<file path="config.mk">
export PLATFORM = sky130hd
export DESIGN_NAME = velocimetro_periodo_flat
export DESIGN_NICKNAME = d
export VERILOG_FILES = /design/src/rtl/velocimetro_periodo_pkg.sv /design/src/rtl/velocimetro_periodo_if.sv /design/src/rtl/velocimetro_periodo_divisor_secuencial.sv /design/src/rtl/velocimetro_periodo.sv /design/src/flat_wrapper.sv
export SDC_FILE = /design/constraint.sdc
export NUM_CORES = 1
export LEC_CHECK = 0
export ABC_AREA = 0
export CAP_MARGIN = 20
export CORE_AREA = 4 4 231 233
export CTS_BUF_LIST = sky130_fd_sc_hd__clkbuf_8 sky130_fd_sc_hd__clkbuf_16
export CTS_CLUSTER_DIAMETER = 200
export DETAILED_ROUTE_END_ITERATION = 10
export DIE_AREA = 0 0 235 237
export GPL_TIMING_DRIVEN = 0
export PLACE_DENSITY = 0.64
export SLEW_MARGIN = 20
export SYNTH_ARGS = -nofsm -noshare
export SYNTH_HDL_FRONTEND = slang
export SYNTH_SLANG_ARGS = --single-unit
</file>
<file path="constraint.sdc">
create_clock -name clock -period 20.8 [get_ports clock]
set_clock_uncertainty 0.15 [all_clocks]
set_input_delay 2.08 -clock clock [delete_from_list [all_inputs] [get_ports clock]]
set_output_delay 2.08 -clock clock [all_outputs]
set_load 0.01 [all_outputs]
</file>
<file path="src/rtl/velocimetro_periodo_pkg.sv">
// Shared types and constants for the wheel-speed period meter.
// K converts a cycle count into a speed: cm/s, or km/h x10 (cm/s * 0.36).
package velocimetro_periodo_pkg;

  typedef enum logic [1:0] {
    STOP    = 2'd0,
    MEASURE = 2'd1,
    DIVIDE  = 2'd2,
    UPDATE  = 2'd3
  } state_e;

  localparam logic MODE_CMS   = 1'b0;
  localparam logic MODE_KMH10 = 1'b1;

  function automatic longint unsigned k_for_mode(input logic mode,
                                                 input longint unsigned clk_hz);
    if (mode == MODE_KMH10) return (clk_hz * 36) / 100;
    return clk_hz;
  endfunction

endpackage

</file>
<file path="src/rtl/velocimetro_periodo_if.sv">
// Pulse/configuration inputs and speed/status outputs of the period meter.
// The master drives the magnet pulse and wheel setup; the slave is the meter.
interface velocimetro_periodo_if #(
  parameter int CIRC_W  = 16,
  parameter int SPEED_W = 16
);
  logic               pulse_in;
  logic [CIRC_W-1:0]  circumference;
  logic               mode;
  logic [SPEED_W-1:0] speed;
  logic               speed_valid;
  logic               stopped;
  logic               saturated;
  logic               busy;

  modport master (
    output pulse_in, circumference, mode,
    input  speed, speed_valid, stopped, saturated, busy
  );

  modport slave (
    input  pulse_in, circumference, mode,
    output speed, speed_valid, stopped, saturated, busy
  );
endinterface

</file>
<file path="src/rtl/velocimetro_periodo_divisor_secuencial.sv">
// Restoring divider: one quotient bit per cycle, NUM_W cycles after start_i.
// done_o is high during the final iteration, so quotient_o is final on the next cycle.
module divisor_secuencial #(
  parameter int NUM_W = 30,
  parameter int DEN_W = 32
) (
  input  logic             clk_i,
  input  logic             rst_i,
  input  logic             start_i,
  input  logic [NUM_W-1:0] numerator_i,
  input  logic [DEN_W-1:0] denominator_i,
  output logic [NUM_W-1:0] quotient_o,
  output logic             done_o
);

  localparam int CNT_W = $clog2(NUM_W + 1);

  logic [NUM_W-1:0] num_q;
  logic [DEN_W:0]   rem_q;
  logic [DEN_W-1:0] den_q;
  logic [CNT_W-1:0] cnt_q;
  logic             run_q;

  logic [DEN_W:0]   rem_shift;
  logic [DEN_W:0]   rem_next;
  logic             fits;

  // num_q shifts the dividend out at the top while quotient bits enter at the bottom
  always_comb begin
    rem_shift = {rem_q[DEN_W-1:0], num_q[NUM_W-1]};
    fits      = rem_shift >= {1'b0, den_q};
    rem_next  = fits ? (rem_shift - {1'b0, den_q}) : rem_shift;
    done_o    = run_q && (cnt_q == CNT_W'(1));
  end

  always_ff @(posedge clk_i) begin
    if (rst_i) begin
      num_q <= '0;
      rem_q <= '0;
      den_q <= '0;
      cnt_q <= '0;
      run_q <= 1'b0;
    end else if (start_i) begin
      num_q <= numerator_i;
      rem_q <= '0;
      den_q <= denominator_i;
      cnt_q <= CNT_W'(NUM_W);
      run_q <= 1'b1;
    end else if (run_q) begin
      num_q <= {num_q[NUM_W-2:0], fits};
      rem_q <= rem_next;
      cnt_q <= cnt_q - CNT_W'(1);
      if (cnt_q == CNT_W'(1)) run_q <= 1'b0;
    end
  end

  assign quotient_o = num_q;

endmodule

</file>
<file path="src/rtl/velocimetro_periodo.sv">
// Wheel-speed meter: counts cycles between magnet pulses, divides circumference*K
// by the period, saturates, averages over 2^AVG_LOG2 samples and detects standstill.
module velocimetro_periodo
  import velocimetro_periodo_pkg::*;
#(
  parameter int CLK_HZ         = 50_000_000,
  parameter int CIRC_W         = 16,
  parameter int PERIOD_W       = 32,
  parameter int SPEED_W        = 16,
  parameter int AVG_LOG2       = 2,
  parameter int TIMEOUT_CYC    = 100_000_000,
  parameter int MIN_PERIOD_CYC = 500_000
) (
  input logic                  clock,
  input logic                  reset,
  velocimetro_periodo_if.slave vel_if
);

  localparam int KW    = $clog2(CLK_HZ + 1);
  localparam int NUM_W = CIRC_W + KW;
  localparam int AVG_N = 1 << AVG_LOG2;
  localparam int PTR_W = (AVG_LOG2 > 0) ? AVG_LOG2 : 1;
  localparam int SUM_W = SPEED_W + AVG_LOG2;

  localparam logic [KW-1:0]       K_CMS   = KW'(k_for_mode(MODE_CMS, longint'(CLK_HZ)));
  localparam logic [KW-1:0]       K_KMH10 = KW'(k_for_mode(MODE_KMH10, longint'(CLK_HZ)));
  localparam logic [PERIOD_W-1:0] TIMEOUT = PERIOD_W'(TIMEOUT_CYC);
  localparam logic [PERIOD_W-1:0] MIN_P   = PERIOD_W'(MIN_PERIOD_CYC);
  localparam logic [SPEED_W-1:0]  SPEED_MAX = '1;

  state_e               state_q, state_d;
  logic [PERIOD_W-1:0]  cnt_q, cnt_d;
  logic [SPEED_W-1:0]   hist_q [AVG_N];
  logic [SPEED_W-1:0]   hist_d [AVG_N];
  logic [SUM_W-1:0]     sum_q, sum_d;
  logic [PTR_W-1:0]     ptr_q, ptr_d;
  logic                 first_q, first_d;
  logic [SPEED_W-1:0]   speed_q, speed_d;
  logic                 valid_q, valid_d;
  logic                 stopped_q, stopped_d;
  logic                 sat_q, sat_d;

  logic [PERIOD_W-1:0]  elapsed;
  logic                 timeout;
  logic                 accept;
  logic [KW-1:0]        k_sel;
  logic [NUM_W-1:0]     numerator;
  logic                 div_start;
  logic                 div_done;
  logic [NUM_W-1:0]     div_quotient;
  logic                 q_sat;
  logic [SPEED_W-1:0]   sample;

  // elapsed counts the current cycle too, so pulses N edges apart give a period of N
  always_comb begin
    elapsed   = (cnt_q >= TIMEOUT) ? TIMEOUT : (cnt_q + PERIOD_W'(1));
    timeout   = (state_q == MEASURE) && (elapsed == TIMEOUT);
    accept    = vel_if.pulse_in &&
                ((state_q == STOP) || ((state_q == MEASURE) && (elapsed >= MIN_P)));
    k_sel     = (vel_if.mode == MODE_KMH10) ? K_KMH10 : K_CMS;
    numerator = NUM_W'(vel_if.circumference) * NUM_W'(k_sel);
    q_sat     = div_quotient > NUM_W'(SPEED_MAX);
    sample    = q_sat ? SPEED_MAX : div_quotient[SPEED_W-1:0];
  end

  // The divider registers the numerator and period at start, which freezes mode/circumference
  divisor_secuencial #(
    .NUM_W (NUM_W),
    .DEN_W (PERIOD_W)
  ) u_div (
    .clk_i         (clock),
    .rst_i         (reset),
    .start_i       (div_start),
    .numerator_i   (numerator),
    .denominator_i (elapsed),
    .quotient_o    (div_quotient),
    .done_o        (div_done)
  );

  always_comb begin
    state_d   = state_q;
    cnt_d     = accept ? '0 : elapsed;
    hist_d    = hist_q;
    sum_d     = sum_q;
    ptr_d     = ptr_q;
    first_d   = first_q;
    speed_d   = speed_q;
    valid_d   = 1'b0;
    stopped_d = stopped_q;
    sat_d     = sat_q;
    div_start = 1'b0;

    unique case (state_q)
      STOP: begin
        if (accept) state_d = MEASURE;
      end
      MEASURE: begin
        if (timeout) begin
          // A pulse landing on the timeout edge starts the next measurement
          state_d   = accept ? MEASURE : STOP;
          speed_d   = '0;
          valid_d   = 1'b1;
          stopped_d = 1'b1;
          sum_d     = '0;
          ptr_d     = '0;
          first_d   = 1'b1;
          for (int i = 0; i < AVG_N; i++) hist_d[i] = '0;
        end else if (accept) begin
          div_start = 1'b1;
          state_d   = DIVIDE;
        end
      end
      DIVIDE: begin
        if (div_done) state_d = UPDATE;
      end
      UPDATE: begin
        if (first_q) begin
          for (int i = 0; i < AVG_N; i++) hist_d[i] = sample;
          sum_d   = SUM_W'(sample) << AVG_LOG2;
          first_d = 1'b0;
        end else begin
          hist_d[ptr_q] = sample;
          sum_d         = sum_q - SUM_W'(hist_q[ptr_q]) + SUM_W'(sample);
        end
        if (AVG_LOG2 == 0) ptr_d = '0;
        else               ptr_d = ptr_q + PTR_W'(1);
        speed_d   = sum_d[SUM_W-1 -: SPEED_W];
        sat_d     = q_sat;
        valid_d   = 1'b1;
        stopped_d = 1'b0;
        state_d   = MEASURE;
      end
      default: state_d = STOP;
    endcase
  end

  always_ff @(posedge clock) begin
    if (reset) begin
      state_q   <= STOP;
      cnt_q     <= '0;
      sum_q     <= '0;
      ptr_q     <= '0;
      first_q   <= 1'b1;
      speed_q   <= '0;
      valid_q   <= 1'b0;
      stopped_q <= 1'b1;
      sat_q     <= 1'b0;
      for (int i = 0; i < AVG_N; i++) hist_q[i] <= '0;
    end else begin
      state_q   <= state_d;
      cnt_q     <= cnt_d;
      hist_q    <= hist_d;
      sum_q     <= sum_d;
      ptr_q     <= ptr_d;
      first_q   <= first_d;
      speed_q   <= speed_d;
      valid_q   <= valid_d;
      stopped_q <= stopped_d;
      sat_q     <= sat_d;
    end
  end

  assign vel_if.speed       = speed_q;
  assign vel_if.speed_valid = valid_q;
  assign vel_if.stopped     = stopped_q;
  assign vel_if.saturated   = sat_q;
  assign vel_if.busy        = (state_q == DIVIDE);

endmodule

</file>
<file path="src/flat_wrapper.sv">
// flat-port wrapper written by rule: the top's interface ports become plain ports
module velocimetro_periodo_flat import velocimetro_periodo_pkg::*;
#(
  parameter int CLK_HZ         = 50_000_000,
  parameter int CIRC_W         = 16,
  parameter int PERIOD_W       = 32,
  parameter int SPEED_W        = 16,
  parameter int AVG_LOG2       = 2,
  parameter int TIMEOUT_CYC    = 100_000_000,
  parameter int MIN_PERIOD_CYC = 500_000
)
  (clock, reset, vel_if_pulse_in, vel_if_circumference, vel_if_mode, vel_if_speed, vel_if_speed_valid, vel_if_stopped, vel_if_saturated, vel_if_busy);
  velocimetro_periodo_if #(.CIRC_W(CIRC_W), .SPEED_W(SPEED_W)) vel_if_i ();
  input logic clock;
  input logic reset;
  input wire logic [$bits(vel_if_i.pulse_in)-1:0] vel_if_pulse_in;
  input wire logic [$bits(vel_if_i.circumference)-1:0] vel_if_circumference;
  input wire logic [$bits(vel_if_i.mode)-1:0] vel_if_mode;
  output wire logic [$bits(vel_if_i.speed)-1:0] vel_if_speed;
  output wire logic [$bits(vel_if_i.speed_valid)-1:0] vel_if_speed_valid;
  output wire logic [$bits(vel_if_i.stopped)-1:0] vel_if_stopped;
  output wire logic [$bits(vel_if_i.saturated)-1:0] vel_if_saturated;
  output wire logic [$bits(vel_if_i.busy)-1:0] vel_if_busy;
  assign vel_if_i.pulse_in = vel_if_pulse_in;
  assign vel_if_i.circumference = vel_if_circumference;
  assign vel_if_i.mode = vel_if_mode;
  assign vel_if_speed = vel_if_i.speed;
  assign vel_if_speed_valid = vel_if_i.speed_valid;
  assign vel_if_stopped = vel_if_i.stopped;
  assign vel_if_saturated = vel_if_i.saturated;
  assign vel_if_busy = vel_if_i.busy;
  velocimetro_periodo #(.CLK_HZ(CLK_HZ), .CIRC_W(CIRC_W), .PERIOD_W(PERIOD_W), .SPEED_W(SPEED_W), .AVG_LOG2(AVG_LOG2), .TIMEOUT_CYC(TIMEOUT_CYC), .MIN_PERIOD_CYC(MIN_PERIOD_CYC)) u_core (.clock(clock), .reset(reset), .vel_if(vel_if_i));
endmodule
</file>
==> impl_metrics.json <==
{
  "critical_path.max_stage_delay_ns": 0.58,
  "post-route-period-util_pct": 48.7,
  "status": "finished clean",
  "reg2reg_depth": 18,
  "antenna_violating_nets_post_route": 0,
  "die_y_um": 237,
  "core_um2": 51200,
  "synth_area_per_cell_um2": 8.90,
  "num-nets-final": 2737,
  "rows": 83,
  "most-common-layout-cells": "277 x inv_1, 234 x dfxtp_1, 212 x ha_1",
  "drt_iter0_drc": 1145,
  "critPathArrivalTime_ns": 10.43,
  "gr-total-overflow": 0,
  "numCtsBuffers": 25,
  "grt_pass1_vias": 16700,
  "finalSetupViolations": 0,
  "clock_latency_ns": 0.55,
  "num_antenna_cells": 0,
  "cts_root_buf": "clkbuf_16",
  "fp.dieW_um": 235,
  "vias": 16400,
  "drt-total-wl_mm": 53.1,
  "maxSlewHeadroom_pct": 44.8,
  "layout_min_cycle_time_ns": 10.12,
  "critical_path_class": "in2reg",
  "synthArstFlopShare_pct": 0,
  "pre_cts_ws_ns": 10.18,
  "hold_class": "reg2reg",
  "power.total_mw": 2.95,
  "whs_path_depth": 2,
  "final.fill_count": 4950,
  "routed_via_density": 5.35,
  "worst_setup_path_end_kind": "register",
  "crit_top_cell": "fa_1",
  "r2r-start": "u_core.u_div.quotient_o[21]",
  "io_pins": 40,
  "cp.required_ns": 21.11,
  "drc": 0,
  "final_hold_viol_count": 0,
  "peakVddDrop_mv": 0.146,
  "cts_sinks": 234,
  "die_area_um2": 55700,
  "setup_slack_ns": 10.68,
  "fmax_ghz": 0.0988,
  "sequentialPowerShare_pct": 15.6,
  "clkPwrFrac_pct": 16.4,
  "wl_per_cell_um": 17.3,
  "first_pass_iters": 6,
  "intPower_mw": 1.60,
  "cts_setup_buffers": 0,
  "rsz0062_at_grt": "false",
  "crit_start": "vel_if_mode",
  "grt_pass1_wl_mm": 87.1,
  "cts_resized": 0,
  "multi_input_area_um2": 14000,
  "ctsLongestPathBuffers": 3,
  "powerDensity_nw_per_um2": 131,
  "start_util_pct": 39.8,
  "htreeDepth": 1,
  "grtUsageTotal_pct": 18.6,
  "layout_commonest_cell": "inv_1",
  "numPortBuffers": 39,
  "drive_gt1_share_pct": 7.01,
  "synthTopCellsByArea": "dfxtp_1 23%, fa_1 14%, ha_1 13%",
  "ys_ff_latch": 234,
  "grt_max_degree": 14,
  "yosysUniqueCellTypes": 75,
  "swShare_pct": 45.9,
  "ys_warn_count": 0,
  "worstMarginPinSlew_ns": 0.828,
  "netlist_area_um2": 20400,
  "fin_setup_tns_ns": 0,
  "yosys.area.top_type": "dfxtp_1",
  "timing.max_cap.violations": 0,
  "cp_slowest_cell": "o21ai_0",
  "power_switching_mw": 1.35,
  "synth_top_area_share_pct": 23.0,
  "synth-edff-count": 0,
  "dp_hpwl_mm": 42.8,
  "antenna_found_initial": 0,
  "area_growth_pct": 10.6,
  "synth-seq-area-share_pct": 23.0,
  "crit_fanout": 10,
  "comb_power_share_pct": 68.0,
  "synthFlopType": "dfxtp_1",
  "hp-start": "u_core.u_div.den_q[29]",
  "synthCells": 2289,
  "slew_viol_final": 0,
  "gp_congestion": 0.913,
  "r2r_slack_ns": 15.21,
  "start_kind": "input port",
  "cts_hold_buf": 0,
  "clk_pin_slew_ns": 0.06,
  "leakage_nw": 9.65,
  "final-seq-area_um2": 4680,
  "cts_tree": "yes"
}
==> stage by stage <==
step	util (%)	hold WS, ns	cell area [um2]	cells
global route	44.0	0.314	22500	3064
detailed placement	42.3	0.287	21700	3020
CTS	44.0	0.295	22500	3064
floorplan	-	0.270	20400	2301
global placement	42.3	0.283	21700	3020
finish	44.0	0.292	22500	3064
==> cells in the mapped netlist (all sizes together) (11+ instances only) <==
library cell	instances
a211oi	71
xnor2	77
a21o	39
a31oi	13
o21ai	74
nor2b	19
and2	16
ha	212
nor2	206
nand3	47
o21a	14
dfxtp	234
nand3b	67
and3	14
nor3	42
nor4	16
a21oi	116
o31ai	68
inv	274
fa	138
mux4	16
or2	11
clkbuf	77
o21bai	12
nand4	20
xor2	40
nand2b	35
buf	58
mux2i	70
or3	11
nand2	99
==> final cells by class <==
cell class / instances / share of cell area, %
Buffer: 135 / 3.09
Clock buffer: 28 / 2.96
Clock inverter: 16 / 0.922
Inverter: 274 / 4.56
Multi-Input combinational cell: 1658 / 62.2
Sequential cell: 234 / 20.8
Tap cell: 680 / 3.78
Timing Repair Buffer: 39 / 1.73
==> kinds of logic after synthesis <==
kind of cell,after synthesis,share of synthesized area [%]
AND/OR/NAND/NOR,621,15.6
AO/OA/AOI/OAI,465,15.8
buffers and inverters,409,8.46
adder cells (fa/ha/maj),350,26.6
flip-flops,234,23.0
XOR/XNOR,117,5.03
multiplexers,91,5.48
other,2,0.0369
==> layer usage <==
layer	up-vias	routed length [um]	track usage (%)	part of all wire (%)
li1	8015	-	-	-
met1	7883	24400	25.4	46
met2	432	25200	32.1	47
met3	77	2310	1.50	4.3
met4	0	1150	4.82	2.2
met5	-	0	0	0
==> critical path, delay by kind of cell <==
kind	cells	cell delay [ns]
AO/OA/AOI/OAI	6	1.56
AND/OR/NAND/NOR	4	1.20
adder cells (fa/ha/maj)	7	3.43
XOR/XNOR	1	0.21
buffers and inverters	8	1.93
==> power by group through the flow <==
stage	registers (mW)	logic [mW]	clock network (mW)
after global placement	0.471	1.95	0
after CTS	0.461	2.01	0.491
final	0.461	2.00	0.483
after global routing	0.462	2.27	0.510
after floorplan	0.469	1.56	0
after detailed placement	0.471	1.99	0
==> flip-flops by register name (all words and copies together) (netlist names), 2 cells and up <==
signal,cells
u_core.cnt_q,32
u_core.hist_q,64
u_core.ptr_q,2
u_core.state_q,2
u_core.sum_q,2
u_core.u_div.cnt_q,6
u_core.u_div.den_q,32
u_core.u_div.quotient_o,42
u_core.u_div.rem_q,32
u_core.vel_if.speed,16
==> worst paths after layout <==
kind | endpoint
max reg2reg | u_core.vel_if.speed[14]
max | u_core.u_div.quotient_o[41]
min | u_core.u_div.den_q[29]
min reg2reg | u_core.u_div.den_q[29]
Note: power is estimated with default switching activity, not from simulation.
